[src/rtl/ula_multiciclo.sv]
// Iterative multiply/divide unit: one radix-2 step per clock, start/busy/done handshake.
// Optional build macro MULT_EARLY_TERM_EN: MUL stops once the remaining multiplier bits are zero.
module ula_multiciclo #(
  parameter int unsigned WIDTH = 32
) (
  input  logic             clock,
  input  logic             reset,
  input  logic             inicio,
  input  logic [1:0]       operacao,
  input  logic [WIDTH-1:0] dado_um,
  input  logic [WIDTH-1:0] dado_dois,
  input  logic [3:0]       cpsr_atual,
  output logic [WIDTH-1:0] resultado,
  output logic [3:0]       out_cpsr,
  output logic             ocupado,
  output logic             pronto,
  output logic             reg_write
);

  localparam int unsigned CW = $clog2(WIDTH) + 1;
  localparam logic [1:0] OP_MUL  = 2'b00;
  localparam logic [1:0] OP_SDIV = 2'b10;
  localparam logic [1:0] OP_UMOD = 2'b11;

  typedef enum logic [1:0] {OCIOSO, CALCULA, FINAL} estado_t;

  estado_t          state_q, state_d;
  logic [1:0]       op_q;
  logic [WIDTH-1:0] a_q;      // multiplicand, or dividend shifting into quotient
  logic [WIDTH-1:0] b_q;      // multiplier, or divisor
  logic [WIDTH-1:0] acc_q;    // product, or partial remainder
  logic             neg_q;
  logic [1:0]       cv_q;
  logic [CW-1:0]    cnt_q;
  logic [WIDTH-1:0] resultado_q;
  logic [3:0]       cpsr_q;

  logic             is_div, div_zero, last_step, done_step;
  logic [WIDTH-1:0] mul_acc_n, div_rem_n, div_quo_n, result_n;
  logic [WIDTH:0]   rem_sh, rem_sub;
  logic             q_bit;
  logic [WIDTH-1:0] abs_a, abs_b;
  logic             unused_nz;

  assign unused_nz = ^cpsr_atual[3:2];

  always_comb begin
    abs_a = dado_um[WIDTH-1]   ? ('0 - dado_um)   : dado_um;
    abs_b = dado_dois[WIDTH-1] ? ('0 - dado_dois) : dado_dois;
  end

  always_comb begin
    is_div    = (op_q != OP_MUL);
    div_zero  = is_div && (b_q == '0);
    mul_acc_n = b_q[0] ? (acc_q + a_q) : acc_q;
    rem_sh    = {acc_q, a_q[WIDTH-1]};
    rem_sub   = rem_sh - {1'b0, b_q};
    q_bit     = ~rem_sub[WIDTH];
    div_rem_n = q_bit ? rem_sub[WIDTH-1:0] : rem_sh[WIDTH-1:0];
    div_quo_n = {a_q[WIDTH-2:0], q_bit};
`ifdef MULT_EARLY_TERM_EN
    last_step = (cnt_q == CW'(WIDTH - 1)) || (!is_div && (b_q[WIDTH-1:1] == '0));
`else
    last_step = (cnt_q == CW'(WIDTH - 1));
`endif
    done_step = (state_q == CALCULA) && (div_zero || last_step);
  end

  // Final result is formed from the step being taken on the edge that enters FINAL.
  always_comb begin
    result_n = '0;
    case (op_q)
      OP_MUL:  result_n = mul_acc_n;
      OP_SDIV: result_n = div_zero ? '0 : (neg_q ? ('0 - div_quo_n) : div_quo_n);
      OP_UMOD: result_n = div_zero ? a_q : div_rem_n;
      default: result_n = div_zero ? '0 : div_quo_n;
    endcase
  end

  always_ff @(posedge clock) begin
    if (reset) state_q <= OCIOSO;
    else       state_q <= state_d;
  end

  always_comb begin
    state_d = state_q;
    case (state_q)
      OCIOSO:  if (inicio) state_d = CALCULA;
      CALCULA: if (done_step) state_d = FINAL;
      FINAL:   state_d = OCIOSO;
      default: state_d = OCIOSO;
    endcase
  end

  always_comb begin
    ocupado   = (state_q == CALCULA);
    pronto    = (state_q == FINAL);
    reg_write = (state_q == FINAL);
    resultado = resultado_q;
    out_cpsr  = cpsr_q;
  end

  always_ff @(posedge clock) begin
    if (reset) begin
      op_q        <= '0;
      a_q         <= '0;
      b_q         <= '0;
      acc_q       <= '0;
      neg_q       <= 1'b0;
      cv_q        <= '0;
      cnt_q       <= '0;
      resultado_q <= '0;
      cpsr_q      <= '0;
    end else begin
      case (state_q)
        OCIOSO: begin
          if (inicio) begin
            op_q  <= operacao;
            cv_q  <= cpsr_atual[1:0];
            cnt_q <= '0;
            acc_q <= '0;
            if (operacao == OP_SDIV) begin
              a_q   <= abs_a;
              b_q   <= abs_b;
              neg_q <= dado_um[WIDTH-1] ^ dado_dois[WIDTH-1];
            end else begin
              a_q   <= dado_um;
              b_q   <= dado_dois;
              neg_q <= 1'b0;
            end
          end
        end
        CALCULA: begin
          cnt_q <= cnt_q + CW'(1);
          if (is_div) begin
            acc_q <= div_rem_n;
            a_q   <= div_quo_n;
          end else begin
            acc_q <= mul_acc_n;
            a_q   <= a_q << 1;
            b_q   <= b_q >> 1;
          end
          if (done_step) begin
            resultado_q <= result_n;
            cpsr_q      <= {result_n[WIDTH-1], (result_n == '0), cv_q};
          end
        end
        default: ;
      endcase
    end
  end

endmodule
[config.mk]
export PLATFORM = sky130hd
export DESIGN_NAME = ula_multiciclo
export DESIGN_NICKNAME = d
export VERILOG_FILES = /design/src/rtl/ula_multiciclo.sv
export SDC_FILE = /design/constraint.sdc
export NUM_CORES = 1
export LEC_CHECK = 0
export BUFFER_PORTS_ARGS = -buffer_cell sky130_fd_sc_hd__buf_2
export CORE_MARGIN = 8
export CORE_UTILIZATION = 40
export DETAILED_ROUTE_END_ITERATION = 8
export GPL_ROUTABILITY_DRIVEN = 0
export SLEW_MARGIN = 15
export SYNTH_ARGS = -nofsm -noshare
export SYNTH_HDL_FRONTEND = slang
export SYNTH_SLANG_ARGS = --single-unit
[constraint.sdc]
create_clock -name clock -period 12.75 [get_ports clock]
set_input_delay 2.55 -clock clock [delete_from_list [all_inputs] [get_ports clock]]
set_output_delay 2.55 -clock clock [all_outputs]
set_load 0.05 [all_outputs]
==> run metrics <==
status=finished clean; Pre-antenna DRT Iters=8; Psw=0.620 mW; Post-DP HPWL=38.6 mm; non-filler cells in the finished layout=2,443; Synth top area share=0.209; drt drc=0; all-layer global routing usage=0.244; post-cts resize count=0; EDFF count, synth=0; via/cell ratio=6.28; hold-fix buffers at CTS=0; sequential power share=0.322; cell count after synthesis=1,963; Tmin final=6.76 ns; post-synthesis mux area share=0.0326; post-synthesis compound-gate area fraction=0.316; Post-synth top cells=258 x nor2_1, 215 x a21oi_1, 207 x nand2_1, 144 x dfxtp_1, 120 x o21ai_0; largest cells by area after synthesis=dfxtp_1 21%, a21oi_1 7.8%, nor2_1 7.0%; Worst R2R End=out_cpsr[2]$_SDFFE_PP0P_; largest family of logic cells by synthesized area=compound AO/OA/AOI/OAI gates; Die Width=202 µm; GR Overflow Total=0; CP Launch Type=flop; routed wire length=51.8 mm; R2R Setup Slk=5.99 ns; Setup Total Neg Slack=0 ns; post-CTS setup buffers=0; simple-gate share of the synthesized area=0.237; register bit total from synthesis=144; CP Class=flop to flop; Max VDD drop=97.6 µV; Critical Path AT=7.13 ns; number of global-route vias before repair=14,100; largest net degree at the start of global routing=80; Max-Cap Viols=0; Main synth FF type=dfxtp_1; Int Pwr=0.986 mW; fmax=148 MHz; Critical Path RT=13.12 ns; Avg Synthesized Cell Area=7.03 µm²; kind of cell adding the most delay to the critical path=simple AND/OR/NAND/NOR gates; Initial Utilization=0.402; routed vias=15,300; worst-path cell chain=inv_1 > ha_1 > inv_1 > fa_1 > a211oi_1 > o211ai_1 > nand2_1 > a21boi_1 > nor3_2 > nor2_4 > buf_4 > inv_1 > ha_1 > nor3b_1 > nand4_1 > or2_2 > o21ai_0 > xnor2_1 > a22oi_1 > nor2_1 > a2111oi_1 > nand4_1 > or4_1 > o31ai_2; slowest stage cell, crit path=a2111oi_1; Net Sw Frac=0.386; Fin. Hold Viols=0; RSZ-0062 raised after global routing=no; Hold Crit Class=flop to flop; Async SR Flop Fraction=0; met2 wire len=23.2 mm; Nets=2,117; most common cell in the netlist=nor2_1; first-pass GRT wire length=80.2 mm; htree depth=4; max layer used=met4; CP Buf/Inv Count=4; Slew HR=0.250; DRT iter0 DRCs=1,716; Worst R2R Path Depth=24; met3 WL=4.31 mm; sequential share of the synthesized area=0.209; root buf cell=clkbuf_16; maximum root-to-sink buffer count=2; CP Capture Type=flop; Final Cycle Share=0.530; Crit path top cell by count=inv_1; Cell Pwr Density=106 mW/mm²; P_leak=5.84 nW; Setup Skew=0.0130 ns; Post-Synth Adder-Cell Area=0.0636; Clock transition at path regs=0.06 ns; wire per inst=21.2 µm; clock power share=0.332; Synth area leader=dfxtp_1; Combinational Power Share=0.346; fin util=0.443; Netlist cell types=92; Syn-to-layout area delta=10.1%; Synth warnings=0; PortBufs=109; Cells on Worst Hold Path=2; Post-Synth XOR/XNOR Area=0.0819; Final ANT Viol Nets=0; clk sinks=144; Core Region=0.0343 mm²; R2R Path Start=a_q[31]$_SDFFE_PP0P_; Hold Startpoint=cv_q[0]$_SDFFE_PP0P_; share of layout cells above drive strength 1=0.107; syn_nets=2,105; # rows=68; Final Setup Violations=0; die boundary height=202 µm; Slowest Stage Delay on Critical Path=0.57 ns; initial antenna violation count=1; post-synthesis instance area=0.0138 mm²; CTS tree=done; worst skew pair latency=0.45 ns; hold endpoint=out_cpsr[0]$_SDFFE_PP0P_; Slew @ Worst Pin=1.13 ns; dpl cells=2,411; total CTS buffers=17; Ports=112; Ant. Diodes=0; worst-path fanout max=39; max-slew violation count=0; metal1 wirelength=22.0 mm; Die ar.=0.0407 mm²
==> cells by family after synthesis <==
logic type,Yosys count
simple gates,707
compound gates,661
buf+inv,210
flops,144
xor+xnor,129
fa+ha+maj,69
mux,43
==> tightest hold or removal path: stages (launching register included) <==
cell and delay [ns]:
dfxtp_1 0.31, nand2_1 0.05, a21oi_1 0.05
==> power groups by stage <==
| stage | Clock (mW) | Combinational, mW | Sequential [mW] |
|---|---|---|---|
| CTS | 0.541 | 0.544 | 0.515 |
| global route | 0.560 | 0.606 | 0.520 |
| finish | 0.533 | 0.556 | 0.517 |
| global placement | 0 | 0.535 | 0.525 |
| floorplan | 0 | 0.407 | 0.502 |
| detailed placement | 0 | 0.541 | 0.525 |
==> final cells by class <==
type                       count  area (µm²)
clock buffer                  22         454
clock inverter                10         150
fill                        3628       19100
inverter                      68         255
multi-input combinational   1609       10100
sequential                   144        2880
tap                          455         569
timing repair buffer         135         743
==> worst max path at each step <==
stage | slack (ns) | endpoint | startpoint | depth (start not counted)
after global placement | 6.44 | out_cpsr[2]$_SDFFE_PP0P_ | a_q[31]$_SDFFE_PP0P_ | 24
final | 5.99 | out_cpsr[2]$_SDFFE_PP0P_ | a_q[31]$_SDFFE_PP0P_ | 24
after global routing | 5.65 | out_cpsr[2]$_SDFFE_PP0P_ | a_q[31]$_SDFFE_PP0P_ | 24
after CTS | 6.24 | out_cpsr[2]$_SDFFE_PP0P_ | a_q[31]$_SDFFE_PP0P_ | 24
after detailed placement | 6.28 | out_cpsr[2]$_SDFFE_PP0P_ | a_q[31]$_SDFFE_PP0P_ | 24
after floorplan | 7.33 | out_cpsr[2]$_SDFFE_PP0P_ | a_q[31]$_SDFFE_PP0P_ | 26
==> cell usage in the layout (no fill, tap or decap), types with 8 or more instances in the layout <==
| master | netlist | routed |
|---|---|---|
| o21a_1 | 14 | 14 |
| xnor2_1 | 66 | 66 |
| dfxtp_1 | 144 | 144 |
| o31ai_1 | 24 | 24 |
| nor3_1 | 41 | 40 |
| and3_1 | 15 | 15 |
| o41ai_1 | 13 | 13 |
| or4_1 | 10 | 10 |
| a222oi_1 | 34 | 34 |
| nor4_1 | 28 | 27 |
| a31oi_1 | 19 | 19 |
| o211ai_1 | 21 | 21 |
| a21oi_1 | 215 | 214 |
| and2_1 | 14 | 14 |
| nand4_1 | 20 | 20 |
| nor2b_1 | 8 | 8 |
| a211oi_1 | 56 | 56 |
| ha_1 | 67 | 67 |
| xor2_1 | 63 | 63 |
| o21bai_1 | 8 | 8 |
| nor2_1 | 258 | 257 |
| a32oi_1 | 9 | 9 |
| or2_2 | 9 | 9 |
| or3_1 | 11 | 11 |
| mux2_2 | 11 | 11 |
| buf_4 | 3 | 27 |
| a21o_1 | 19 | 19 |
| a22oi_1 | 8 | 8 |
| a221oi_1 | 11 | 11 |
| clkbuf_16 | 0 | 17 |
| nand2b_1 | 9 | 8 |
| buf_2 | 8 | 108 |
| nand2_1 | 207 | 207 |
| inv_1 | 68 | 67 |
| nand3_1 | 46 | 46 |
| o21ai_0 | 120 | 119 |
| o22ai_1 | 8 | 8 |
| mux2i_1 | 30 | 30 |
| a311oi_1 | 14 | 14 |
==> stage by stage <==
stage                     setup slack (ns)  instance area, µm²  total power [mW]  hold slack [ns]
after global routing                  5.65               15200              1.69            0.477
after CTS                             6.24               15200              1.60            0.454
after detailed placement              6.28               14600              1.07            0.444
final                                 5.99               15200              1.61            0.450
after floorplan                       7.33               13800             0.909            0.432
after global placement                6.44               14600              1.06            0.439
==> per-layer routing <==
layer / vias to the layer above / GRT usage
met5: - / 0
met4: 0 / 0.116
met3: 141 / 0.0528
met2: 729 / 0.384
met1: 7196 / 0.315
li1: 7268 / -
==> flip-flops by register name, summed over array words and instances (netlist names) <==
signal	flops
a_q	32
cnt_q	6
op_q	2
out_cpsr	3
resultado	32
acc_q	32
neg_q	1
cv_q	2
state_q	2
b_q	32
Power figures use the tool's default switching activity.
